[src/rtl/regfile_sched_if.sv]
// Bundle of issue, writeback, register-file write port and status signals around regfile_sched.
// The scheduler takes the slave side; decode, execution units and register file take the master side.
interface regfile_sched_if;
    logic        issue_valid;
    logic [4:0]  issue_rs1;
    logic [4:0]  issue_rs2;
    logic [4:0]  issue_rd;
    logic        issue_uses_rs1;
    logic        issue_uses_rs2;
    logic        issue_writes_rd;
    logic        issue_ready;

    logic        alu_wb_valid;
    logic [4:0]  alu_wb_rd;
    logic [31:0] alu_wb_data;
    logic        alu_wb_ready;

    logic        mem_wb_valid;
    logic [4:0]  mem_wb_rd;
    logic [31:0] mem_wb_data;
    logic        mem_wb_ready;

    logic        rf_we;
    logic [4:0]  rf_waddr;
    logic [31:0] rf_wdata;
    logic [31:0] busy;
    logic        wb_err;

    modport slave (
        input  issue_valid, issue_rs1, issue_rs2, issue_rd,
        input  issue_uses_rs1, issue_uses_rs2, issue_writes_rd,
        output issue_ready,
        input  alu_wb_valid, alu_wb_rd, alu_wb_data,
        output alu_wb_ready,
        input  mem_wb_valid, mem_wb_rd, mem_wb_data,
        output mem_wb_ready,
        output rf_we, rf_waddr, rf_wdata, busy, wb_err
    );

    modport master (
        output issue_valid, issue_rs1, issue_rs2, issue_rd,
        output issue_uses_rs1, issue_uses_rs2, issue_writes_rd,
        input  issue_ready,
        output alu_wb_valid, alu_wb_rd, alu_wb_data,
        input  alu_wb_ready,
        output mem_wb_valid, mem_wb_rd, mem_wb_data,
        input  mem_wb_ready,
        input  rf_we, rf_waddr, rf_wdata, busy, wb_err
    );
endinterface

[src/rtl/regfile_sched.sv]
// Register scoreboard with RAW/WAW issue interlock and a round-robin ALU/MEM arbiter
// driving a registered single write port into the integer register file.
module regfile_sched #(
    parameter bit FIRST_PRIO = 1'b0
) (
    input  logic             clk,
    input  logic             rst,
    regfile_sched_if.slave   bus
);

    typedef enum logic { SRC_ALU = 1'b0, SRC_MEM = 1'b1 } src_t;

    logic [31:0] busy_q;
    logic [31:0] busy_next;
    src_t        last_grant;
    logic        alu_gnt;
    logic        mem_gnt;
    logic        any_gnt;
    logic [4:0]  gnt_rd;
    logic [31:0] gnt_data;
    logic        issue_fire;
    logic        raw_hazard;
    logic        waw_hazard;
    logic        rf_we_q;
    logic [4:0]  rf_waddr_q;
    logic [31:0] rf_wdata_q;
    logic        wb_err_q;

    assign raw_hazard = (bus.issue_uses_rs1 && busy_q[bus.issue_rs1]) ||
                        (bus.issue_uses_rs2 && busy_q[bus.issue_rs2]);
    assign waw_hazard = bus.issue_writes_rd && busy_q[bus.issue_rd];
    assign bus.issue_ready = !rst && !raw_hazard && !waw_hazard;
    assign issue_fire = bus.issue_valid && bus.issue_ready;

    // On a conflict the source that did not win last time gets the port.
    assign alu_gnt = !rst && bus.alu_wb_valid && (!bus.mem_wb_valid || last_grant == SRC_MEM);
    assign mem_gnt = !rst && bus.mem_wb_valid && (!bus.alu_wb_valid || last_grant == SRC_ALU);
    assign any_gnt = alu_gnt || mem_gnt;
    assign gnt_rd   = mem_gnt ? bus.mem_wb_rd   : bus.alu_wb_rd;
    assign gnt_data = mem_gnt ? bus.mem_wb_data : bus.alu_wb_data;

    assign bus.alu_wb_ready = alu_gnt;
    assign bus.mem_wb_ready = mem_gnt;

    always_comb begin
        busy_next = busy_q;
        if (rf_we_q) begin
            busy_next[rf_waddr_q] = 1'b0;
        end
        if (issue_fire && bus.issue_writes_rd) begin
            busy_next[bus.issue_rd] = 1'b1;
        end
        busy_next[0] = 1'b0;
    end

    always_ff @(posedge clk) begin
        if (rst) begin
            busy_q     <= '0;
            last_grant <= FIRST_PRIO ? SRC_ALU : SRC_MEM;
            rf_we_q    <= 1'b0;
            rf_waddr_q <= '0;
            rf_wdata_q <= '0;
            wb_err_q   <= 1'b0;
        end else begin
            busy_q <= busy_next;
            if (any_gnt) begin
                last_grant <= mem_gnt ? SRC_MEM : SRC_ALU;
                rf_we_q    <= (gnt_rd != 5'd0);
                rf_waddr_q <= gnt_rd;
                rf_wdata_q <= gnt_data;
                if (gnt_rd != 5'd0 && !busy_q[gnt_rd]) begin
                    wb_err_q <= 1'b1;
                end
            end else begin
                rf_we_q <= 1'b0;
            end
        end
    end

    assign bus.rf_we    = rf_we_q;
    assign bus.rf_waddr = rf_waddr_q;
    assign bus.rf_wdata = rf_wdata_q;
    assign bus.busy     = busy_q;
    assign bus.wb_err   = wb_err_q;

endmodule

[src/flat_wrapper.sv]
// flat-port wrapper written by rule: the top's interface ports become plain ports
module regfile_sched_flat 
#(
    parameter bit FIRST_PRIO = 1'b0
)
  (clk, rst, bus_issue_valid, bus_issue_rs1, bus_issue_rs2, bus_issue_rd, bus_issue_uses_rs1, bus_issue_uses_rs2, bus_issue_writes_rd, bus_issue_ready, bus_alu_wb_valid, bus_alu_wb_rd, bus_alu_wb_data, bus_alu_wb_ready, bus_mem_wb_valid, bus_mem_wb_rd, bus_mem_wb_data, bus_mem_wb_ready, bus_rf_we, bus_rf_waddr, bus_rf_wdata, bus_busy, bus_wb_err);
  regfile_sched_if bus_i ();
  input  logic clk;
  input  logic rst;
  input wire logic [$bits(bus_i.issue_valid)-1:0] bus_issue_valid;
  input wire logic [$bits(bus_i.issue_rs1)-1:0] bus_issue_rs1;
  input wire logic [$bits(bus_i.issue_rs2)-1:0] bus_issue_rs2;
  input wire logic [$bits(bus_i.issue_rd)-1:0] bus_issue_rd;
  input wire logic [$bits(bus_i.issue_uses_rs1)-1:0] bus_issue_uses_rs1;
  input wire logic [$bits(bus_i.issue_uses_rs2)-1:0] bus_issue_uses_rs2;
  input wire logic [$bits(bus_i.issue_writes_rd)-1:0] bus_issue_writes_rd;
  output wire logic [$bits(bus_i.issue_ready)-1:0] bus_issue_ready;
  input wire logic [$bits(bus_i.alu_wb_valid)-1:0] bus_alu_wb_valid;
  input wire logic [$bits(bus_i.alu_wb_rd)-1:0] bus_alu_wb_rd;
  input wire logic [$bits(bus_i.alu_wb_data)-1:0] bus_alu_wb_data;
  output wire logic [$bits(bus_i.alu_wb_ready)-1:0] bus_alu_wb_ready;
  input wire logic [$bits(bus_i.mem_wb_valid)-1:0] bus_mem_wb_valid;
  input wire logic [$bits(bus_i.mem_wb_rd)-1:0] bus_mem_wb_rd;
  input wire logic [$bits(bus_i.mem_wb_data)-1:0] bus_mem_wb_data;
  output wire logic [$bits(bus_i.mem_wb_ready)-1:0] bus_mem_wb_ready;
  output wire logic [$bits(bus_i.rf_we)-1:0] bus_rf_we;
  output wire logic [$bits(bus_i.rf_waddr)-1:0] bus_rf_waddr;
  output wire logic [$bits(bus_i.rf_wdata)-1:0] bus_rf_wdata;
  output wire logic [$bits(bus_i.busy)-1:0] bus_busy;
  output wire logic [$bits(bus_i.wb_err)-1:0] bus_wb_err;
  assign bus_i.issue_valid = bus_issue_valid;
  assign bus_i.issue_rs1 = bus_issue_rs1;
  assign bus_i.issue_rs2 = bus_issue_rs2;
  assign bus_i.issue_rd = bus_issue_rd;
  assign bus_i.issue_uses_rs1 = bus_issue_uses_rs1;
  assign bus_i.issue_uses_rs2 = bus_issue_uses_rs2;
  assign bus_i.issue_writes_rd = bus_issue_writes_rd;
  assign bus_issue_ready = bus_i.issue_ready;
  assign bus_i.alu_wb_valid = bus_alu_wb_valid;
  assign bus_i.alu_wb_rd = bus_alu_wb_rd;
  assign bus_i.alu_wb_data = bus_alu_wb_data;
  assign bus_alu_wb_ready = bus_i.alu_wb_ready;
  assign bus_i.mem_wb_valid = bus_mem_wb_valid;
  assign bus_i.mem_wb_rd = bus_mem_wb_rd;
  assign bus_i.mem_wb_data = bus_mem_wb_data;
  assign bus_mem_wb_ready = bus_i.mem_wb_ready;
  assign bus_rf_we = bus_i.rf_we;
  assign bus_rf_waddr = bus_i.rf_waddr;
  assign bus_rf_wdata = bus_i.rf_wdata;
  assign bus_busy = bus_i.busy;
  assign bus_wb_err = bus_i.wb_err;
  regfile_sched #(.FIRST_PRIO(FIRST_PRIO)) u_core (.clk(clk), .rst(rst), .bus(bus_i));
endmodule
[config.mk]
export PLATFORM = sky130hd
export DESIGN_NAME = regfile_sched_flat
export DESIGN_NICKNAME = d
export VERILOG_FILES = /design/src/rtl/regfile_sched_if.sv /design/src/rtl/regfile_sched.sv /design/src/flat_wrapper.sv
export SDC_FILE = /design/constraint.sdc
export NUM_CORES = 1
export LEC_CHECK = 0
export BUFFER_PORTS_ARGS = -buffer_cell sky130_fd_sc_hd__buf_2
export CAP_MARGIN = 20
export CORE_ASPECT_RATIO = 1.2
export CORE_UTILIZATION = 54
export DETAILED_ROUTE_END_ITERATION = 12
export PLACE_DENSITY = 0.87
export SLEW_MARGIN = 5
export SYNTH_ARGS = -nofsm -noshare
export SYNTH_HDL_FRONTEND = slang
export SYNTH_SLANG_ARGS = --single-unit
[constraint.sdc]
create_clock -name clk -period 3.8 [get_ports clk]
set_input_delay 0.19 -clock clk [delete_from_list [all_inputs] [get_ports clk]]
set_output_delay 0.19 -clock clk [all_outputs]
set_load 0.01 [all_outputs]
==> results_dict.tcl, run 1 <==
set metrics [dict create \
    status "completed" \
    ir_drop_mv 0.302 \
    min_period_ns 2.77 \
    dpl.hpwl_microns 10800 \
    fillers 639 \
    numPortBuffers 169 \
    power_leakage_nw 2.45 \
    netlist_instances 508 \
    p_per_area_nw_per_um2 330 \
    overflow 0 \
    critical_path_arrival_ns 2.58 \
    clkTransAtPathRegs_ns 0.08 \
    drt_iter0_drc 568 \
    grt_usage_pct 34.0 \
    r2r_start "u_core.bus.busy[25]" \
    grt_pass1_wl_microns 23000 \
    min_to "u_core.last_grant" \
    path_class "reg2out" \
    dr_total_vias 4840 \
    postCtsHoldBufs 0 \
    synth-edff-count 0 \
    cap_violations 0 \
    hold_violations 0 \
    whs_path_depth 2 \
    cts_tree "done" \
    antenna_found_initial 0 \
    clk_latency_ns 0.36 \
    die-area_sq_um 8770 \
    worstPathMaxFanout 32 \
    synth_async_sr_flop_share_pct 0 \
    cts_made_buffers 9 \
    drive_gt1_share_pct 33.2 \
    num_rows 36 \
    cts_resized 0 \
    stdcell_count 767 \
    syn_to_final_growth_pct 23.0 \
    io_pins 171 \
    die_y_microns 102 \
    ys_types 53 \
    yosysWarnings 0 \
    cts.sink_count 71 \
    synthFlopType "dfxtp_1" \
    start_util_pct 55.6 \
    dr.pass1.iters 5 \
    slew_headroom_pct 34.8 \
    routedWlPerCell_microns 19.3 \
    viasPerCell 6.31 \
    n_antenna_cell 0 \
    clk_root_buffer_cell "clkbuf_8" \
    ant_nets 0 \
    worst_pin_slew_ns 0.978 \
    gp_congestion 0.924 \
    die_w_microns 85.7 \
    worstRegToRegCells 6 \
    rsz0062_at_grt "false" \
    final-max-slew-violation-count 0 \
    rrSetupSlack_ns 1.28 \
    cts.path.max_buffers 2 \
    crit_path_end_kind "output pin" \
    nets 745 \
    syn-mean-instance-area_sq_um 8.93 \
    setup_viol 0 \
    required_ns 3.61 \
    htree_levels 3 \
    drc 0 \
    register_area_sq_um 1420 \
    reg2reg_to "u_core.bus.busy[3]" \
    min_from "bus_alu_wb_valid" \
    grt_max_degree 66 \
    tns_ns 0 \
    yosysSeqAreaShare_pct 31.3 \
    post_cts_buffers 0 \
    max_freq_mhz 362 \
    min_path_type "in2reg" \
    syn_area_sq_um 4530 \
    grt_pass1_vias 4599 \
    fp.coreArea_sq_um 8150 \
    synth_fp_nets 605 \
    multiInputGateArea_sq_um 2880 \
    clock_skew_ns 0.0106 \
    fin_crit_sh_pct 72.8 \
    wl_microns 14800 \
    startpoint_type "flip-flop" \
    place_inst 751 \
    ys_ff_latch 71 \
]
power by group:
part	switching [mW]	internal (mW)	leakage, nW	total (mW)
Sequential	0.0336	0.781	0.580	0.815
Clock	0.295	0.388	0.110	0.682
Combinational	0.196	0.147	1.76	0.343
how the worst max path moves through the flow:
stage	start	endpoint	slack (ns)	cells after the start
2_1_floorplan	bus_issue_rd[1]	bus_issue_ready	1.45	9
6_report	u_core.bus.busy[25]	bus_issue_ready	1.03	7
5_1_grt	u_core.bus.busy[30]	bus_issue_ready	0.95	7
3_3_place_gp	rst	u_core.bus.wb_err	1.19	8
3_5_place_dp	rst	u_core.bus.wb_err	1.04	8
4_1_cts	u_core.bus.busy[25]	bus_issue_ready	1.06	7
layout make-up:
class,instances,area share (%)
multi-input cells,382,51.6
inverters,12,0.808
clock buffers,11,2.54
well taps,114,2.56
repair buffers,172,15.6
clock inverters,5,1.46
flip-flops and latches,71,25.5
placed cells by master (no fill, tap or decap), drive strengths merged, types with 3 or more instances in the layout:
| master | count |
|---|---|
| buf | 172 |
| dfxtp | 71 |
| nor2 | 54 |
| mux2i | 52 |
| nand2 | 44 |
| a211oi | 37 |
| o41ai | 31 |
| o21ai | 28 |
| nor2b | 20 |
| mux4 | 18 |
| nand3b | 17 |
| inv | 12 |
| nand3 | 12 |
| clkbuf | 11 |
| mux2 | 9 |
| nor3b | 6 |
| a31oi | 5 |
| nor3 | 4 |
| a21oi | 4 |
| a311oi | 3 |
| nand2b | 3 |
| and3 | 3 |
| nand4 | 3 |
worst max-delay path, cell delays in order, from the launching register on:
cell and delay (ns):
dfxtp_1 0.41, mux4_1 0.55, mux4_2 0.47, nand2_1 0.07, o21ai_1 0.07, a22o_4 0.35, nor2_1 0.14, buf_2 0.14
state kept, by name, indices dropped and copies added (netlist names):
register / cells
u_core.bus.rf_waddr: 5
u_core.bus.busy: 31
u_core.bus.rf_wdata: 32
u_core.last_grant: 1
u_core.bus.rf_we: 1
u_core.bus.wb_err: 1
Yosys cell counts (2+ instances only):
cell / number / area (sq um)
o311a_1: 2 / 20.0
buf_6: 4 / 45.0
nor3b_1: 6 / 45.0
dfxtp_1: 71 / 1420
nand2b_1: 3 / 18.8
a21oi_1: 4 / 20.0
a311oi_1: 3 / 26.3
and3_1: 3 / 18.8
buf_1: 6 / 22.5
a211oi_1: 37 / 278
inv_1: 12 / 45.0
o21ai_0: 26 / 130
or2_2: 2 / 12.5
mux4_1: 6 / 158
a22oi_1: 2 / 15.0
a31oi_1: 5 / 31.3
nor2b_1: 20 / 125
nand4_1: 3 / 18.8
nand3_1: 12 / 60.1
o41ai_1: 31 / 272
nor2_1: 53 / 199
mux2_2: 9 / 101
o21ai_1: 2 / 10.0
nand2_1: 44 / 165
clkbuf_1: 31 / 116
mux4_2: 12 / 270
nor3_1: 4 / 20.0
nand3b_1: 17 / 128
mux2i_1: 52 / 521
a221oi_1: 2 / 17.5
a211o_1: 2 / 17.5
routing by layer:
layer  track usage (%)  part of all wire [%]  vias up  wire length (microns)
li1                  -                     -     2209                      -
met1              39.0                    37     2230                   5500
met2              56.1                    47      334                   7030
met3              8.80                   9.7       67                   1440
met4              22.7                   5.8        0                    855
met5                 0                     0        -                      0
cells by family after synthesis:
| family | Yosys count | share of synthesized area, % |
|---|---|---|
| other | 1 | 0.0827 |
| multiplexers | 79 | 23.2 |
| AO/OA/AOI/OAI | 130 | 21.3 |
| buffers and inverters | 55 | 5.33 |
| flip-flops | 71 | 31.3 |
| AND/OR/NAND/NOR | 172 | 18.8 |
metrics by stage:
stage | power, mW | worst slack, ns | utilization (%) | cell area (sq um) | hold WS (ns)
floorplan | 1.04 | 1.45 | - | 4530 | 0.290
global placement | 1.16 | 1.19 | 65.7 | 5350 | 0.417
detailed placement | 1.17 | 1.04 | 65.7 | 5350 | 0.420
CTS | 1.83 | 1.06 | 68.4 | 5580 | 0.0459
global route | 1.90 | 0.950 | 68.4 | 5580 | 0.0673
finish | 1.84 | 1.03 | 68.4 | 5580 | 0.0507
Power figures use the tool's default switching activity.
==> inputs of run 2 (changes only) <==
--- a/config.mk
+++ b/config.mk
@@ -8,9 +8,9 @@
 export BUFFER_PORTS_ARGS = -buffer_cell sky130_fd_sc_hd__buf_2
 export CAP_MARGIN = 20
 export CORE_ASPECT_RATIO = 1.2
-export CORE_UTILIZATION = 54
+export CORE_UTILIZATION = 45
 export DETAILED_ROUTE_END_ITERATION = 12
-export PLACE_DENSITY = 0.87
+export PLACE_DENSITY = 0.77
 export SLEW_MARGIN = 5
 export SYNTH_ARGS = -nofsm -noshare
 export SYNTH_HDL_FRONTEND = slang
==> constraint.sdc (replaced) <==
create_clock -name clk -period 2.4 [get_ports clk]
set_input_delay 0.12 -clock clk [delete_from_list [all_inputs] [get_ports clk]]
set_output_delay 0.12 -clock clk [all_outputs]
set_load 0.01 [all_outputs]
==> results_dict.tcl, run 2 (same netlist as run 1, synthesis figures left out) <==
set metrics [dict create \
    whs_ns 0.00738 \
    placed_area_sq_um 5560 \
    rsz0062_at_grt "true" \
    fillers 765 \
    min_path_type "in2reg" \
    cts.path.max_buffers 2 \
    dr_total_vias 5137 \
    final-max-slew-violation-count 0 \
    fin_total_pwr_mw 3.29 \
    gp_congestion 0.923 \
    critical_path_arrival_ns 2.65 \
    grt_usage_pct 31.6 \
    die-area_sq_um 10500 \
    p_per_area_nw_per_um2 526 \
    die_w_microns 93.6 \
    crit_path_end_kind "flip-flop" \
    die_y_microns 112 \
    hold_violations 0 \
    status "finished, violations left" \
    stdcell_count 812 \
    start_util_pct 46.9 \
    cp_slowest_cell "mux4_2" \
    max_freq_mhz 411 \
    worstPathMaxFanout 8 \
    cts.sink_count 71 \
    grt_pass1_wl_microns 25300 \
    dpl.hpwl_microns 11400 \
    tns_ns -0.0592 \
    clock_skew_ns 0.00478 \
    cts_tree "done" \
    overflow 0 \
    clk_root_buffer_cell "clkbuf_16" \
    nets 781 \
    largest_register_ffs 32 \
    drive_gt1_share_pct 40.8 \
    setup_viol 2 \
    routedWlPerCell_microns 20.5 \
    final_core_util_pct 64.7 \
    min_period_ns 2.43 \
    crit_chain "buf_6 -> mux4_2 -> a221oi_2 -> o21ai_1 -> o21ai_1 -> nand4_1 -> buf_12 -> buf_8 -> buf_12 -> o41ai_4" \
    layout_setup_ws_ns -0.0315 \
    drc 0 \
    io_pins 171 \
    clkTransAtPathRegs_ns 0.05 \
    drt_iter0_drc 402 \
    n_antenna_cell 0 \
    postCtsHoldBufs 0 \
    critPathMaxStageDelay_ns 0.46 \
    layout_common_cells "169 x buf_2, 66 x dfxtp_1, 53 x nor2_1" \
    slew_headroom_pct 35.3 \
    ant_nets 0 \
    worst_pin_slew_ns 0.970 \
    path_class "reg2reg" \
    place_inst 786 \
    failed_checks "setup timing" \
    cap_violations 0 \
    fin_area_sq_um 6250 \
    num_rows 39 \
    place_worst_setup_slack_ns -0.0754 \
    grt_max_degree 75 \
    clk_latency_ns 0.33 \
    layout_commonest_cell "buf_2" \
    fin_crit_sh_pct 101 \
    wl_microns 16600 \
    cts_made_buffers 9 \
    syn_to_final_growth_pct 37.8 \
    startpoint_type "flip-flop" \
    power_leakage_nw 2.90 \
    dr.pass1.iters 5 \
    numPortBuffers 169 \
    viasPerCell 6.33 \
    fp.coreArea_sq_um 9660 \
    ir_drop_mv 0.374 \
    htree_levels 3 \
    antenna_found_initial 0 \
    required_ns 2.61 \
    grt_pass1_vias 4809 \
]
==> run 2: cell count changes in the layout (fill, tap and decap cells not counted), sizes merged <==
cell,delta
a22o,+1
bufinv,-1
buf,+34
clkinvlp,-1
clkbuf,+3
==> run 2: cell type report <==
| cell class | instances | area, sq um | area share [%] |
|---|---|---|---|
| Timing Repair Buffer | 207 | 1190 | 19.1 |
| Sequential cell | 71 | 1430 | 22.8 |
| Tap cell | 123 | 154 | 2.46 |
| Multi-Input combinational cell | 383 | 3120 | 49.9 |
| Clock inverter | 3 | 40.0 | 0.641 |
| Clock buffer | 13 | 270 | 4.32 |
| Inverter | 12 | 45.0 | 0.721 |
==> run 2: what timing repair did <==
item	4_1_cts	5_1_grt
setup endpoints to repair	1	33
gates cloned	2	1
buffers inserted	5	3
pin swaps	5	14
resized for setup	16	34
==> run 2: worst paths after layout <==
kind                       startpoint                   to  slack (ns)  depth (start not counted)
setup / recovery  u_core.bus.busy[31]  u_core.bus.busy[24]       -0.03                         10
hold reg to reg     u_core.last_grant    u_core.last_grant        0.50                          2
hold / removal       bus_alu_wb_valid    u_core.last_grant       0.007                          2
setup reg to reg  u_core.bus.busy[31]  u_core.bus.busy[24]       -0.03                         10
==> run 2: critical path: cells and delay by family, from the launching register on <==
kind	cells	cell delay, ns
buf+inv	4	0.57
simple gates	1	0.16
flops	1	0.33
mux	1	0.46
compound gates	4	0.79
==> run 2: layer usage <==
| layer | track usage [%] | part of all wire (%) |
|---|---|---|
| met2 | 52.4 | 48 |
| met1 | 37.6 | 36 |
| met3 | 8.54 | 11 |
| met5 | 0 | 0 |
| met4 | 14.7 | 5.4 |
==> run 2: where the power goes <==
part	switching [mW]	leakage, nW	internal (mW)
logic	0.360	2.16	0.272
registers	0.0497	0.583	1.24
clock network	0.479	0.156	0.886
==> inputs of run 3 (changes only) <==
--- a/config.mk
+++ b/config.mk
@@ -10,7 +10,9 @@
 export CORE_ASPECT_RATIO = 1.2
 export CORE_UTILIZATION = 45
 export DETAILED_ROUTE_END_ITERATION = 12
+export GPL_TIMING_DRIVEN = 0
 export PLACE_DENSITY = 0.77
+export SETUP_SLACK_MARGIN = 0.2
 export SLEW_MARGIN = 5
 export SYNTH_ARGS = -nofsm -noshare
 export SYNTH_HDL_FRONTEND = slang
==> results_dict.tcl, run 3 (same netlist as run 1, synthesis figures left out) <==
set metrics [dict create \
    drc 0 \
    failed_checks "setup timing" \
    num_rows 39 \
    crit_path_end_kind "output pin" \
    clkTransAtPathRegs_ns 0.06 \
    clk_root_buffer_cell "clkbuf_16" \
    placed_area_sq_um 5500 \
    dr.pass1.iters 5 \
    syn_to_final_growth_pct 43.4 \
    fin_total_pwr_mw 3.18 \
    gp_congestion 0.924 \
    drive_gt1_share_pct 43.5 \
    drt_iter0_drc 538 \
    slew_headroom_pct 43.7 \
    ant_nets 0 \
    cap_violations 0 \
    cts_made_buffers 9 \
    grt_usage_pct 31.4 \
    viasPerCell 6.28 \
    cts.sink_count 71 \
    die_w_microns 93.6 \
    io_pins 171 \
    max_freq_mhz 401 \
    grt_pass1_wl_microns 25700 \
    grt_max_degree 12 \
    cts_tree "done" \
    ir_drop_mv 0.460 \
    setup_viol 16 \
    fp.coreArea_sq_um 9660 \
    hold_violations 0 \
    start_util_pct 46.9 \
    grt_pass1_vias 5194 \
    postCtsHoldBufs 0 \
    startpoint_type "flip-flop" \
    p_per_area_nw_per_um2 488 \
    htree_levels 3 \
    required_ns 2.28 \
    die-area_sq_um 10500 \
    path_class "reg2out" \
    layout_setup_ws_ns -0.0927 \
    rsz0062_at_grt "true" \
    overflow 0 \
    n_antenna_cell 0 \
    antenna_found_initial 0 \
    layout_common_cells "162 x buf_2, 52 x nor2_1, 51 x dfxtp_1" \
    final-max-slew-violation-count 0 \
    largest_register_ffs 32 \
    wl_microns 16700 \
    dpl.hpwl_microns 11500 \
    worstPathMaxFanout 4 \
    whs_ns 0.0392 \
    dr_total_vias 5200 \
    layout_commonest_cell "buf_2" \
    min_period_ns 2.49 \
    nets 798 \
    numPortBuffers 161 \
    worst_pin_slew_ns 0.841 \
    fin_crit_sh_pct 104 \
    routedWlPerCell_microns 20.2 \
    power_leakage_nw 3.03 \
    critical_path_arrival_ns 2.37 \
    clock_skew_ns 0.00740 \
    min_path_type "in2reg" \
    status "finished, violations left" \
    fin_area_sq_um 6500 \
    clk_latency_ns 0.33 \
    cts.path.max_buffers 2 \
    die_y_microns 112 \
]
## run 3: worst paths after layout
kind / cells past startpoint / slack, ns / end / start
setup / recovery: 9 / -0.09 / bus_issue_ready / u_core.bus.busy[31]
hold / removal: 2 / 0.04 / u_core.last_grant / bus_alu_wb_valid
setup reg to reg: 8 / -0.03 / u_core.bus.busy[19] / u_core.bus.busy[31]
hold reg to reg: 2 / 0.53 / u_core.last_grant / u_core.last_grant
## run 3: critical path, stage by stage (launching register included)
cell and delay [ns]:
dfxtp_4 0.35, mux4_2 0.50, a221oi_2 0.26, o21ai_1 0.08, o21ai_1 0.10, nand4_1 0.19, clkbuf_8 0.21, o21a_1 0.12
nor2_4 0.12, buf_6 0.11
## run 3: through the flow
step	worst slack (ns)	TNS (ns)	std cells	util, %
after floorplan	0.204	0	508	-
after global placement	-0.102	-0.369	792	56.9
after detailed placement	-0.214	-2.84	792	56.9
after CTS	-0.0911	-0.439	824	65.5
after global routing	-0.138	-1.50	828	67.3
final	-0.0927	-0.287	828	67.3
## run 3: layer usage
metal  track usage [%]  share of wire, %  up-vias  routed length [microns]
li1                  -                 -     2319                        -
met1              34.3                36     2424                     5960
met2              53.1                50      372                     8290
met3              8.54               9.9       85                     1650
met4              20.3               4.9        0                      821
met5                 0                 0        -                        0
## run 3: where the power goes
part	internal (mW)	total [mW]	switching [mW]	leakage, nW
sequential	1.23	1.28	0.0413	0.592
combinational	0.306	0.701	0.394	2.30
clock	0.711	1.20	0.488	0.138
## run 3: layout make-up
class	count	area, sq um
fill	739	3160
inverter	12	45.0
sequential	71	1460
tap	123	154
clock buffer	10	239
multi-input combinational	382	3280
buffer	43	269
clock inverter	5	25.0
timing repair buffer	182	1040
## run 3: timing repair
item,in CTS,in global routing
resized for setup,85,34
setup endpoints to repair,34,56
endpoints found under the hold margin,0,0
pin swaps,30,11
setup buffers,15,4
cloned,2,0
